**config.mk**
```make
export PLATFORM = sky130hd
export DESIGN_NAME = bcd_upcount_timer
export DESIGN_NICKNAME = d
export VERILOG_FILES = /design/src/rtl/bcd_upcount_timer.sv
export SDC_FILE = /design/constraint.sdc
export NUM_CORES = 1
export LEC_CHECK = 0
export ABC_AREA = 1
export ABC_CLOCK_PERIOD_IN_PS = 3200
export BUFFER_PORTS_ARGS = -buffer_cell sky130_fd_sc_hd__buf_2
export CAP_MARGIN = 40
export CORE_ASPECT_RATIO = 1.4
export CORE_UTILIZATION = 43
export DETAILED_ROUTE_END_ITERATION = 16
export GPL_TIMING_DRIVEN = 0
export SYNTH_ARGS = -nofsm -noshare
export SYNTH_HDL_FRONTEND = slang
export SYNTH_SLANG_ARGS = --single-unit
```
**constraint.sdc**
```tcl
create_clock -name clk -period 3.2 [get_ports clk]
set_clock_uncertainty 0.15 [all_clocks]
set_input_delay 0.16 -clock clk [delete_from_list [all_inputs] [get_ports clk]]
set_output_delay 0.16 -clock clk [all_outputs]
set_load 0.005 [all_outputs]
```
**src/rtl/bcd_upcount_timer.sv**
```systemverilog
// Multi-digit BCD count-up timer with an internal prescaler.
// Counts from zero up to a latched, digit-clamped limit, then holds and flags done.
module bcd_upcount_timer #(
  parameter int DIGITS   = 4,
  parameter int TICK_DIV = 50000000,
  parameter int PW       = 26
) (
  input  logic                clk,
  input  logic                rst,
  input  logic                start,
  input  logic                pause,
  input  logic                clear,
  input  logic [4*DIGITS-1:0] limit_bcd,
  output logic [4*DIGITS-1:0] count_bcd,
  output logic                running,
  output logic                done,
  output logic                done_pulse,
  output logic                tick
);

  localparam logic [1:0] S_IDLE  = 2'd0;
  localparam logic [1:0] S_RUN   = 2'd1;
  localparam logic [1:0] S_PAUSE = 2'd2;
  localparam logic [1:0] S_DONE  = 2'd3;

  localparam logic [PW-1:0] PRESC_LAST = PW'(TICK_DIV - 1);

  logic [1:0]          state;
  logic [1:0]          state_nx;
  logic [PW-1:0]       presc;
  logic [4*DIGITS-1:0] limit_q;
  logic [4*DIGITS-1:0] limit_clamped;
  logic [4*DIGITS-1:0] count_inc;
  logic                do_latch;
  logic                do_zero;
  logic                do_advance;
  logic                do_inc;
  logic                zero_entry;

  always_comb begin
    limit_clamped = '0;
    for (int i = 0; i < DIGITS; i++) begin
      limit_clamped[4*i +: 4] = (limit_bcd[4*i +: 4] > 4'd9) ? 4'd9 : limit_bcd[4*i +: 4];
    end
  end

  // Decimal carry ripples upward: a digit steps only when every lower digit is 9.
  always_comb begin
    logic carry;
    carry     = 1'b1;
    count_inc = count_bcd;
    for (int i = 0; i < DIGITS; i++) begin
      if (carry) begin
        count_inc[4*i +: 4] = (count_bcd[4*i +: 4] == 4'd9) ? 4'd0 : count_bcd[4*i +: 4] + 4'd1;
      end
      carry = carry && (count_bcd[4*i +: 4] == 4'd9);
    end
  end

  always_comb begin
    state_nx   = state;
    do_latch   = 1'b0;
    do_zero    = 1'b0;
    do_advance = 1'b0;
    do_inc     = 1'b0;
    zero_entry = 1'b0;
    if (clear) begin
      state_nx = S_IDLE;
      do_zero  = 1'b1;
    end else begin
      case (state)
        S_IDLE, S_DONE: begin
          if (start) begin
            state_nx = S_RUN;
            do_latch = 1'b1;
            do_zero  = 1'b1;
          end
        end
        S_RUN: begin
          if (pause) begin
            state_nx = S_PAUSE;
          end else if (limit_q == '0) begin
            state_nx   = S_DONE;
            zero_entry = 1'b1;
          end else begin
            do_advance = 1'b1;
            if (presc == PRESC_LAST) begin
              do_inc = 1'b1;
              if (count_inc == limit_q) state_nx = S_DONE;
            end
          end
        end
        S_PAUSE: begin
          if (start) state_nx = S_RUN;
        end
        default: state_nx = S_IDLE;
      endcase
    end
  end

  // done lags the terminal count by one cycle; a zero limit has no count change, so it flags at once.
  always_ff @(posedge clk) begin
    if (!rst) begin
      state      <= S_IDLE;
      presc      <= '0;
      count_bcd  <= '0;
      limit_q    <= '0;
      tick       <= 1'b0;
      running    <= 1'b0;
      done       <= 1'b0;
      done_pulse <= 1'b0;
    end else begin
      state   <= state_nx;
      tick    <= do_inc;
      running <= (state_nx == S_RUN);
      if (do_latch) limit_q <= limit_clamped;
      if (do_zero) begin
        presc     <= '0;
        count_bcd <= '0;
      end else if (do_advance) begin
        presc <= do_inc ? '0 : presc + PW'(1);
        if (do_inc) count_bcd <= count_inc;
      end
      if (state == S_DONE && state_nx == S_DONE) begin
        done       <= 1'b1;
        done_pulse <= !done;
      end else if (zero_entry) begin
        done       <= 1'b1;
        done_pulse <= 1'b1;
      end else begin
        done       <= 1'b0;
        done_pulse <= 1'b0;
      end
    end
  end

endmodule

```
# [After elaboration in Yosys (flattened, before gate mapping)]
# Cells that the tools add are included.
[word_totals] register_bits=64 latch_bits=0 mem_bits_rw=0 rom_bits=0 wordCells=78 memories=0
[op_classes] n_addsub=5 n_mul=0 div=0 magnitude_cmp=4 n_eq_ne=11 shift=0 n_mux=39 bitwise_logic=1 reduce_logical=10
[ops] cell="$mux 4" count=11
[ops] cell="$add 26x1->26 const B" count=1
[ops] cell="$eq 26x26->1 const B" count=1
[ops] cell="$mux 26" count=1
[ops] cell="$mux 1" count=20
[ops] cell="$add 4x1->4 const B" count=4
[ops] cell="$eq 16x16->1" count=1
[ops] cell="$eq 4x4->1 const B" count=4
[ops] cell="$gt 4x4->1 const B" count=4
[ops] cell="$logic_not 16->1" count=1
[ops] cell="$mux 2" count=6
[ops] cell="$eq 2x2->1 const B" count=3
[ops] cell="$eq 2x1->1 const B" count=2
[ops] cell="$pmux 2 s2" count=1
[ops] cell="$reduce_or 2->1" count=2
[ops] cell="$logic_and 1x1->1" count=3
[ops] cell="$reduce_or 3->1" count=1
[ops] cell="$logic_not 2->1" count=1
[ops] cell="$reduce_and 2->1" count=1
[ops] cell="$logic_not 1->1" count=1
[ops] cell="$not 1->1" count=1

# [Logic depth before layout (Yosys ltp)]
# Gate-level depths: netlist of the first run.
[depth] ltp_word=14 ltp_mapped=21 ltp_nobuf=21

# [Least setup slack after synthesis of the first run]
# Ideal clock, no wire load.
[synth_timing] kind="register to register" startpoint="reg count_bcd[9]" endpoint="reg done_pulse" arrival_time_ps=1862 t_required_ps=2937 path_slack_ps=1075 stages_incl_launch_ff=19 path_buffers=0 period_less_slack_ps=2125 cell_sequence="dfxtp_1 inv_1 ha_1 nand3_1 inv_1 nor2_1 nand2_2 nand3_1 nand2_1 nor2_1 nand3_1 nor2_1 nand2_1 nand2_1 nand2_2 nor2_2 nand3_2 nor2_1 nor2_1"
[synth_via] elab_chain_len=13
[synth_rtl] element="from (decl)" line_no="14" rtl="output logic [4*DIGITS-1:0] count_bcd,"
[synth_rtl] element="from (signal assigned)" line_no="122" rtl="if (do_inc) count_bcd <= count_inc;"
[synth_rtl] element="$add 4x1->4 or $eq 4x4->1 (tied branches)" line_no="54, 56"
[synth_rtl] element="$mux 4 or $logic_and 1x1->1 (tied branches)" line_no="54, 56"
[synth_rtl] element="$mux 4" line_no="53" rtl="if (carry) begin"
[synth_rtl] element="$eq 16x16->1 *" line_no="89" rtl="if (count_inc == limit_q) state_nx = S_DONE;"
[synth_rtl] element="$mux 2 *" line_no="89"
[synth_rtl] element="$mux 2 *" line_no="87" rtl="if (presc == PRESC_LAST) begin"
[synth_rtl] element="$mux 2 *" line_no="82" rtl="end else if (limit_q == '0) begin"
[synth_rtl] element="$mux 2 *" line_no="80" rtl="if (pause) begin"
[synth_rtl] element="$pmux 2 s2 *" line_no="71" rtl="case (state)"
[synth_rtl] element="$mux 2 *" line_no="67" rtl="if (clear) begin"
[synth_rtl] element="$eq 2x2->1 *" line_no="124" rtl="if (state == S_DONE && state_nx == S_DONE) begin"
[synth_rtl] element="$logic_and 1x1->1 *" line_no="124"
[synth_rtl] element="$mux 1 *" line_no="124"
[synth_rtl] element="to (signal assigned)" line_no="126" rtl="done_pulse <= !done;"
[synth_rtl] element="to (decl)" line_no="17" rtl="output logic done_pulse,"
# Mark *: on every way between the ends. The rest lies on a longest branch, timed or not.
# A chain may end at the register's enable or synchronous reset.

# [Final worst setup path of the first run]
[layout_timing] startpoint="reg state[1]" endpoint="reg limit_q[0]"
[layout_via] elab_chain_len=4
[layout_rtl] element="from (decl)" line_no="28" rtl="logic [1:0] state;"
[layout_rtl] element="from (signal assigned)" line_no="113" rtl="state <= state_nx;"
[layout_rtl] element="$eq 2x2->1 or $logic_not 2->1 (tied branches)" line_no="71"
[layout_rtl] element="$reduce_or 2->1 *" line_no="71"
[layout_rtl] element="$mux 1 *" line_no="71"
[layout_rtl] element="$mux 1 *" line_no="67"
[layout_rtl] element="to (signal assigned)" line_no="116" rtl="if (do_latch) limit_q <= limit_clamped;"
[layout_rtl] element="to (decl)" line_no="31" rtl="logic [4*DIGITS-1:0] limit_q;"
# Marked as above.

==> results of run 1 <==
## cells in the mapped netlist (all sizes together)
| master | number |
|---|---|
| nor4 | 5 |
| a22oi | 1 |
| or2 | 3 |
| nand3b | 1 |
| nor3b | 3 |
| o21a | 1 |
| inv | 85 |
| nand2 | 141 |
| nand4 | 9 |
| a221oi | 2 |
| nor3 | 10 |
| a31oi | 2 |
| xor2 | 5 |
| clkbuf | 9 |
| o21ai | 43 |
| nor2 | 76 |
| nand3 | 50 |
| o211a | 1 |
| a211oi | 5 |
| a21oi | 43 |
| dfxtp | 64 |
| ha | 10 |
## repair_timing
item                                   4_1_cts  5_1_grt
endpoints found under the hold margin       14        0
hold buffers                                15        0
setup endpoints to repair                    0        2
resized for setup                            0        1
## worst paths after layout
check	from	end	slack [ns]	depth (start not counted)
hold / removal	limit_bcd[12]	limit_q[12]	0.008	3
setup reg to reg	state[1]	limit_q[0]	0.25	9
setup / recovery	state[1]	limit_q[0]	0.25	9
hold reg to reg	limit_q[2]	limit_q[2]	0.32	2
## power by group through the flow
stage / combinational, mW / sequential, mW / clock [mW]
floorplan: 0.0752 / 0.835 / 0
global placement: 0.117 / 0.837 / 0
detailed placement: 0.118 / 0.837 / 0
CTS: 0.132 / 0.821 / 0.916
global route: 0.151 / 0.822 / 0.956
finish: 0.132 / 0.821 / 0.894
## area by class of cell
cell class                      instances  area (sq um)  share of cell area [%]
Sequential cell                        64          1280                    29.0
Tap cell                              102           128                    2.89
Multi-Input combinational cell        411          2040                    46.1
Buffer                                  9          33.8                   0.765
Clock buffer                           15           268                    6.06
Timing Repair Buffer                   55           350                    7.93
Inverter                               85           319                    7.23
## cell families (layout without fill, tap and decap cells)
| group | after synthesis | in the layout | share of synthesized area, % |
|---|---|---|---|
| AOI/OAI and AO/OA | 98 | 98 | 14.4 |
| xor gates and xnor gates | 5 | 5 | 1.19 |
| adders and majority gates | 10 | 10 | 3.41 |
| buffers and inverters | 94 | 164 | 9.63 |
| DFF | 64 | 64 | 35.0 |
| and+or+nand+nor | 298 | 298 | 36.4 |
## routing by layer
metal	GRT usage (%)	vias to the layer above	wire length, um
li1	-	1990	-
met5	0	-	0
met2	44.2	57	5190
met4	12.4	0	244
met3	4.20	21	286
met1	24.5	1712	3900
## worst max-delay path, cell delays in order, from the launching register on
cell and delay (ns):
dfxtp_1 0.35, inv_1 0.08, ha_1 0.27, nand2_1 0.06, nor2_1 0.54, inv_1 0.23, clkbuf_1 0.30, nor2_1 0.20
a21oi_1 0.08, dlygate4sd3_1 0.57
## registers in the layout (all words and copies together), names as in the netlist
name,cells
count_bcd,16
done,1
done_pulse,1
limit_q,16
presc,26
running,1
state,2
tick,1
## metrics by stage
step,hold WS [ns],cell area [sq um]
after floorplan,0.126,3660
after global placement,0.255,3990
after detailed placement,0.262,3990
after CTS,0.0000707,4410
after global routing,0.0194,4420
final,0.00837,4420
==> flow_summary.ini, run 1 <==
[finish]
drive_gt1_share_pct = 11.7
nets = 666
final_util_pct = 53.9
syn2layout_area_growth_pct = 20.5
antenna_cells = 0
final_common_cell = nand2_1
nFillCells = 838
layoutNonFillerInstCount = 741
layout_common_cells = 131 x nand2_1, 84 x inv_1, 71 x nor2_1

[power_and_ir_drop]
p_int_mw = 1.43
swShare_pct = 22.7
p_clk_share_pct = 48.4
leakage_nw = 2.01
ir_drop_mv = 0.270
p_per_area_mw_per_mm2 = 418
pwr-share-seq_pct = 44.4
power.switching_uw = 420
comb_power_share_pct = 7.2
finalPower_mw = 1.85

[clock_tree]
root_buffer = clkbuf_16
cts_buffers = 9
cts_num_sinks = 64
insertion_delay_ns = 0.33
h-tree-depth = 3
cts_setup_buffers = 0
tritoncts = done
clk_pin_slew_ns = 0.05
cts_buffer_depth = 2

[floorplan]
die_y_um = 111
io_pins = 41
fp-row-count = 39
chipWidth_um = 80.0
dieArea_sq_mm = 0.00890
start_util_pct = 44.7
core_area_sq_mm = 0.00820

[global_routing]
grt_max_degree = 11
grt_pass1_vias = 3662
overflow = 0
grt_antenna_before_repair = 0
grtUsageTotal_pct = 23.8
grt_pass1_wl_um = 16300

[detailed_routing]
via_per_inst = 5.10
route.vias.total = 3780
remaining_drc_errors = 0
routedWlPerCell_um = 13.0
postRouteWirelength_um = 9610
dr.first_iter.drc_count = 132
ant_nets = 0
firstDrtPassIters = 4

[setup_path]
critPathMaxFanout = 10
crit_path_start_kind = flip-flop
end_kind = flip-flop
crit_type = flip-flop to flip-flop
cp.arrival_ns = 3.01
crit_required_ns = 3.26

[sta]
slew_violations = 0
tightest_slew_ns = 0.699
finalHoldViolCount = 0
finalSetupViolCount = 0
relSlewSlack_pct = 53.2
setup_slack_ns = 0.252
fin_tns_setup_ns = 0
timing.fmax_mhz = 339
post-route-period-util_pct = 92.1
rsz0062_at_grt = no
min_period_ns = 2.95

[synthesis]
syn_avg_cell_area_sq_um = 6.44
yosys_warnings = 0
synth_area_leaders = dfxtp_1 35%, nand2_1 13%, inv_1 8.6%
yosysTopAreaCell = dfxtp_1
syn_nets = 600
ys_seq_elements = 64
ys_seq_area_share_pct = 35.0
synth_top_area_share_pct = 35.0
syn_area_sq_mm = 0.00366
yosys.cell_types.count = 30
synth_cells = 569

[flow_run]
maxCapViolCount = 0

[placed_design]
post-place-ws_ns = 0.154
placedCellCount = 711
place.gp.congestion = 0.847
port_buffers = 40
hpwl_um = 7480

[worst_hold_path]
hp-class = input pin to flip-flop

[outcome]
status = finished, final reports clean
(Power assumes the default switching activity.)
==> run 2: changes to the inputs <==
--- a/config.mk
+++ b/config.mk
@@ -12,7 +12,6 @@
 export CORE_ASPECT_RATIO = 1.4
 export CORE_UTILIZATION = 43
 export DETAILED_ROUTE_END_ITERATION = 16
-export GPL_TIMING_DRIVEN = 0
 export SYNTH_ARGS = -nofsm -noshare
 export SYNTH_HDL_FRONTEND = slang
 export SYNTH_SLANG_ARGS = --single-unit
==> run 2 against run 1 <==
Critical path depth is the same. Utilization grew 0.44 points. First-iteration DRC count shrank 11%. Via count shrank 2.1%. Largest cell class unchanged. Sequential share of layout area shrank 0.24 points. Sequential power is essentially flat. Register-to-register slack gained 0.37 ns.
==> flow_summary.ini, run 2 (synthesis gave the netlist of run 1 again) <==
[outcome]
status = finished, final reports clean

[sta]
relSlewSlack_pct = 58.2
finalSetupViolCount = 0
post-route-period-util_pct = 80.7
min_period_ns = 2.58
timing.fmax_mhz = 387
finalHoldViolCount = 0
tightest_slew_ns = 0.626
slew_violations = 0
rsz0062_at_grt = no
fin_tns_setup_ns = 0

[placed_design]
port_buffers = 40
hpwl_um = 7050
postPlaceCellArea_sq_mm = 0.00400
place.gp.congestion = 0.850

[setup_path]
crit_required_ns = 3.33
reg2reg_slack_ns = 0.62
cp.arrival_ns = 2.71
end_kind = flip-flop
crit_type = flip-flop to flip-flop
critPathMaxFanout = 23
reg2reg_depth = 9
r2r-end = limit_q[8]
r2r_start = state[1]
crit_path_start_kind = flip-flop

[floorplan]
core_area_sq_mm = 0.00820
chipWidth_um = 80.0
dieArea_sq_mm = 0.00890
io_pins = 41
fp-row-count = 39
start_util_pct = 44.7
die_y_um = 111

[clock_tree]
clk_pin_slew_ns = 0.06
tritoncts = done
cts_setup_buffers = 0
cts_num_sinks = 64
post_cts_resized = 0
cts_buffers = 9
root_buffer = clkbuf_16
cts_buffer_depth = 2
h-tree-depth = 3
insertion_delay_ns = 0.33

[detailed_routing]
via_per_inst = 5.00
remaining_drc_errors = 0
firstDrtPassIters = 4
dr.first_iter.drc_count = 117
ant_nets = 0
postRouteWirelength_um = 9220
routedWlPerCell_um = 12.5
route.vias.total = 3699

[finish]
largest_reg_flops = 26
regMostFlops = presc
final_common_cell = nand2_1
syn2layout_area_growth_pct = 21.5
fin_area_sq_mm = 0.00445
antenna_cells = 0
nets = 664
reg.largest.list = presc (26), count_bcd (16), limit_q (16)
layout_common_cells = 131 x nand2_1, 84 x inv_1, 71 x nor2_1
drive_gt1_share_pct = 13.0

[power_and_ir_drop]
p_per_area_mw_per_mm2 = 423
leakage_nw = 2.05
ir_drop_mv = 0.286

[flow_run]
maxCapViolCount = 0

[worst_hold_path]
hp-class = input pin to flip-flop
hold_path_end = limit_q[15]
worstHoldStart = rst
min_path_cells = 2

[global_routing]
grt_pass1_wl_um = 15500
grt_antenna_before_repair = 0
grtUsageTotal_pct = 22.5
grt_max_degree = 29
overflow = 0
grt_pass1_vias = 3503
-- run 2: cell count changes in the layout (fill, tap and decap cells not counted) --
| cell | delta |
|---|---|
| dlygate4sd3_1 | +2 |
| clkinv_2 | +3 |
| nor3_2 | -1 |
| clkbuf_1 | -12 |
| buf_4 | +5 |
| nor3_1 | +1 |
| clkbuf_8 | +1 |
-- run 2: power by group --
part	internal, mW	switching [mW]
logic	0.0572	0.0783
registers	0.812	0.00908
clock network	0.583	0.343
-- run 2: metal layers --
metal  track usage (%)  routed length (um)  vias up
met5                 0                   0        -
met4              10.6                 299        0
met3              4.86                 207       23
met2              41.6                4880       40
met1              23.3                3830     1662
li1                  -                   -     1974
-- run 2: critical path: stages, from the launching register on --
cell and delay (ns):
dfxtp_1 0.35, inv_1 0.08, ha_1 0.28, nand2_1 0.08, nor2_1 0.04, buf_4 0.17, inv_1 0.47, nor2_1 0.08
a221oi_1 0.24, dlygate4sd3_1 0.58
-- run 2: per-stage QoR --
stage	worst slack (ns)	hold WS, ns	power [mW]	utilization [%]	cells
6_report	0.619	0.00503	1.88	54.3	740
5_1_grt	0.383	0.00818	1.96	54.3	740
4_1_cts	0.595	0.000820	1.90	54.3	740
3_5_place_dp	0.749	0.273	0.956	48.7	707
3_3_place_gp	0.811	0.264	0.955	48.7	707
2_1_floorplan	1.08	0.126	0.910	-	569
-- run 2: cell type report --
type	count	area (sq um)
Fill cell	842	3750
Multi-Input combinational cell	411	2030
Sequential cell	64	1280
Timing Repair Buffer	62	408
Inverter	85	319
Clock buffer	13	270
Tap cell	102	128
Clock inverter	3	15.0
-- run 2: worst max path at each step --
stage	from	endpoint	slack (ns)
6_report	state[1]	limit_q[8]	0.62
5_1_grt	state[1]	limit_q[12]	0.38
4_1_cts	state[1]	limit_q[12]	0.59
3_3_place_gp	count_bcd[5]	done_pulse	0.81
3_5_place_dp	count_bcd[5]	done_pulse	0.75
2_1_floorplan	count_bcd[9]	done_pulse	1.08
-- run 2: what timing repair did --
item / CTS / global route
hold buffers: 17 / 0
setup endpoints to repair: 0 / 0
hold endpoints to repair: 13 / 0
==> run 3: changes to the inputs <==
--- a/config.mk
+++ b/config.mk
@@ -5,8 +5,8 @@
 export SDC_FILE = /design/constraint.sdc
 export NUM_CORES = 1
 export LEC_CHECK = 0
-export ABC_AREA = 1
-export ABC_CLOCK_PERIOD_IN_PS = 3200
+export ABC_AREA = 0
+export ABC_CLOCK_PERIOD_IN_PS = 2400
 export BUFFER_PORTS_ARGS = -buffer_cell sky130_fd_sc_hd__buf_2
 export CAP_MARGIN = 40
 export CORE_ASPECT_RATIO = 1.4
==> constraint.sdc (replaced) <==
create_clock -name clk -period 2.4 [get_ports clk]
set_clock_uncertainty 0.15 [all_clocks]
set_input_delay 0.12 -clock clk [delete_from_list [all_inputs] [get_ports clk]]
set_output_delay 0.12 -clock clk [all_outputs]
set_load 0.005 [all_outputs]
==> run 3 against run 2 <==
The run now ends with setup timing left. Sequential share of layout area shrank 4.1 points. Final area up 18%. Worst hold slack better by 0.038 ns. Flip-flop and latch count did not move. Area after synthesis up 1.1%. Clock power up 49%. Register-to-register slack worse by 0.78 ns. Fmax grew 0.96%. Setup slack got worse by 0.78 ns. Synthesized cell count is 19% lower. Clock-buffer cell count is 1 lower. Critical endpoint is now running.
==> flow_summary.ini, run 3 <==
[outcome]
status = finished, violations left
violations = setup timing

[sta]
whs_ns = 0.0435
setup_slack_ns = -0.157
timing.fmax_mhz = 391
post-route-period-util_pct = 107
relSlewSlack_pct = 65.1
rsz0062_at_grt = yes
finalHoldViolCount = 0
min_period_ns = 2.56
finalSetupViolCount = 5
slew_violations = 0
tightest_slew_ns = 0.524

[finish]
antenna_cells = 0
syn2layout_area_growth_pct = 42.3
nets = 635
layout_common_cells = 90 x buf_4, 57 x dfxtp_1, 45 x a21oi_1
largest_reg_flops = 26
final_common_cell = buf_4
regMostFlops = presc
reg.largest.list = presc (26), count_bcd (16), limit_q (16)
drive_gt1_share_pct = 30.9

[synthesis]
synth_edf_count = 0
syn_nets = 494
async_reset_ff_share_pct = 0
yosys.cell_types.count = 64
synth_flop_cell = dfxtp_1
yosys_warnings = 0
ys_seq_elements = 64
syn_avg_cell_area_sq_um = 8.00
synth_top_area_share_pct = 34.6
yosysTopAreaCell = dfxtp_1
ys_seq_area_share_pct = 34.6
ys_top_cells_by_count = 64 x dfxtp_1, 45 x a21oi_1, 44 x nand2_1, 42 x nor2_1, 28 x o21ai_0
synth_cells = 463
syn_area_sq_mm = 0.00370
synth_area_leaders = dfxtp_1 35%, a21oi_1 6.1%, nand2_1 4.5%
synth.most_common_cell = dfxtp_1

[floorplan]
dieArea_sq_mm = 0.00900
fp-row-count = 39
start_util_pct = 44.9
die_y_um = 112
core_area_sq_mm = 0.00825
chipWidth_um = 80.5
io_pins = 41

[clock_tree]
h-tree-depth = 3
insertion_delay_ns = 0.34
cts_buffers = 9
clk_pin_slew_ns = 0.05
tritoncts = done
cts_buffer_depth = 2
root_buffer = clkbuf_16
cts_num_sinks = 64

[setup_path]
end_kind = flip-flop
crit_required_ns = 2.50
crit_path_start_kind = flip-flop
crit_type = flip-flop to flip-flop
critPathMaxFanout = 3
cp.arrival_ns = 2.66

[power_and_ir_drop]
swShare_pct = 22.8
p_int_mw = 2.08
pwr-share-seq_pct = 40.6
comb_power_share_pct = 8.1
ir_drop_mv = 0.489
p_clk_share_pct = 51.2
leakage_nw = 2.06
p_per_area_mw_per_mm2 = 510
power.switching_uw = 612

[detailed_routing]
postRouteWirelength_um = 11300
firstDrtPassIters = 4
ant_nets = 0
routedWlPerCell_um = 15.9
via_per_inst = 5.68
route.vias.total = 4039
remaining_drc_errors = 0
dr.first_iter.drc_count = 134

[global_routing]
grtUsageTotal_pct = 26.6
grt_max_degree = 27
grt_antenna_before_repair = 0
grt_pass1_wl_um = 18300
overflow = 0
grt_pass1_vias = 3993

[flow_run]
maxCapViolCount = 0

[worst_hold_path]
hp-class = input pin to flip-flop

[placed_design]
port_buffers = 40
hpwl_um = 8350
post-place-ws_ns = -0.183
place.gp.congestion = 0.879
run 3: cell types whose count changed after synthesis, sizes merged, moves of 11 or more:
cell	previous run	this run
nand3	50	19
inv	85	14
nand2	141	44
o21ai	43	29
nor2	76	42
nand3b	1	12
or3	0	14
run 3: logic make-up after synthesis:
family / synth area share (%)
AO/OA/AOI/OAI: 19.3
buffers and inverters: 4.19
AND/OR/NAND/NOR: 32.1
flip-flops: 34.6
XOR/XNOR: 5.91
adder cells (fa/ha/maj): 3.38
multiplexers: 0.540
run 3: cell type report:
type                       instances  area, sq um
timing repair buffer             150         1080
multi-input combinational        364         2390
inverter                          15         56.3
tap                              102          128
sequential                        64         1300
clock inverter                     4         48.8
fill                             736         2980
clock buffer                      12          268
run 3: final timing paths:
check / from / endpoint / slack [ns] / cells past startpoint
worst min-delay path: pause / running / 0.04 / 4
worst min register to register: presc[1] / presc[1] / 0.35 / 2
worst max register to register: presc[7] / running / -0.16 / 7
worst max-delay path: presc[7] / running / -0.16 / 7
run 3: worst max-delay path, cell delays in order, from the launching register on:
cell and delay, ns:
dfxtp_1 0.30, nand4bb_1 0.18, or4_4 0.50, nor4_4 0.22, nand4_1 0.14, or4_4 0.53, o21a_1 0.21, a221oi_2 0.24
run 3: repair_timing:
action / in CTS / in global routing
hold buffers: 18 / 0
gates resized for setup: 8 / 8
endpoints found under the hold margin: 21 / 0
pin swaps: 9 / 4
setup buffers: 1 / 4
setup endpoints to repair: 5 / 33
run 3: through the flow:
stage / util [%] / total power [mW] / cell area (sq um) / TNS, ns / cells
final: 63.9 / 2.69 / 5270 / -0.509 / 711
after global routing: 63.9 / 2.79 / 5270 / -0.982 / 711
after CTS: 63.1 / 2.69 / 5200 / -0.350 / 707
after detailed placement: 56.5 / 1.29 / 4660 / -0.695 / 672
after global placement: 56.5 / 1.28 / 4660 / -0.353 / 672
after floorplan: - / 1.22 / 3800 / -0.0468 / 463
run 3: routing by layer:
metal | GRT usage [%] | wire length (um) | up-vias
met2 | 48.6 | 6160 | 94
met4 | 15.0 | 443 | 0
li1 | - | - | 1982
met1 | 26.3 | 4260 | 1928
met3 | 6.56 | 425 | 35
met5 | 0 | 0 | -
run 3: power groups by stage:
stage               clock [mW]  combinational (mW)  sequential, mW
floorplan                    0               0.106            1.11
global placement             0               0.170            1.11
detailed placement           0               0.176            1.11
CTS                       1.40               0.201            1.09
global route              1.45               0.239            1.09
finish                    1.38               0.219            1.09
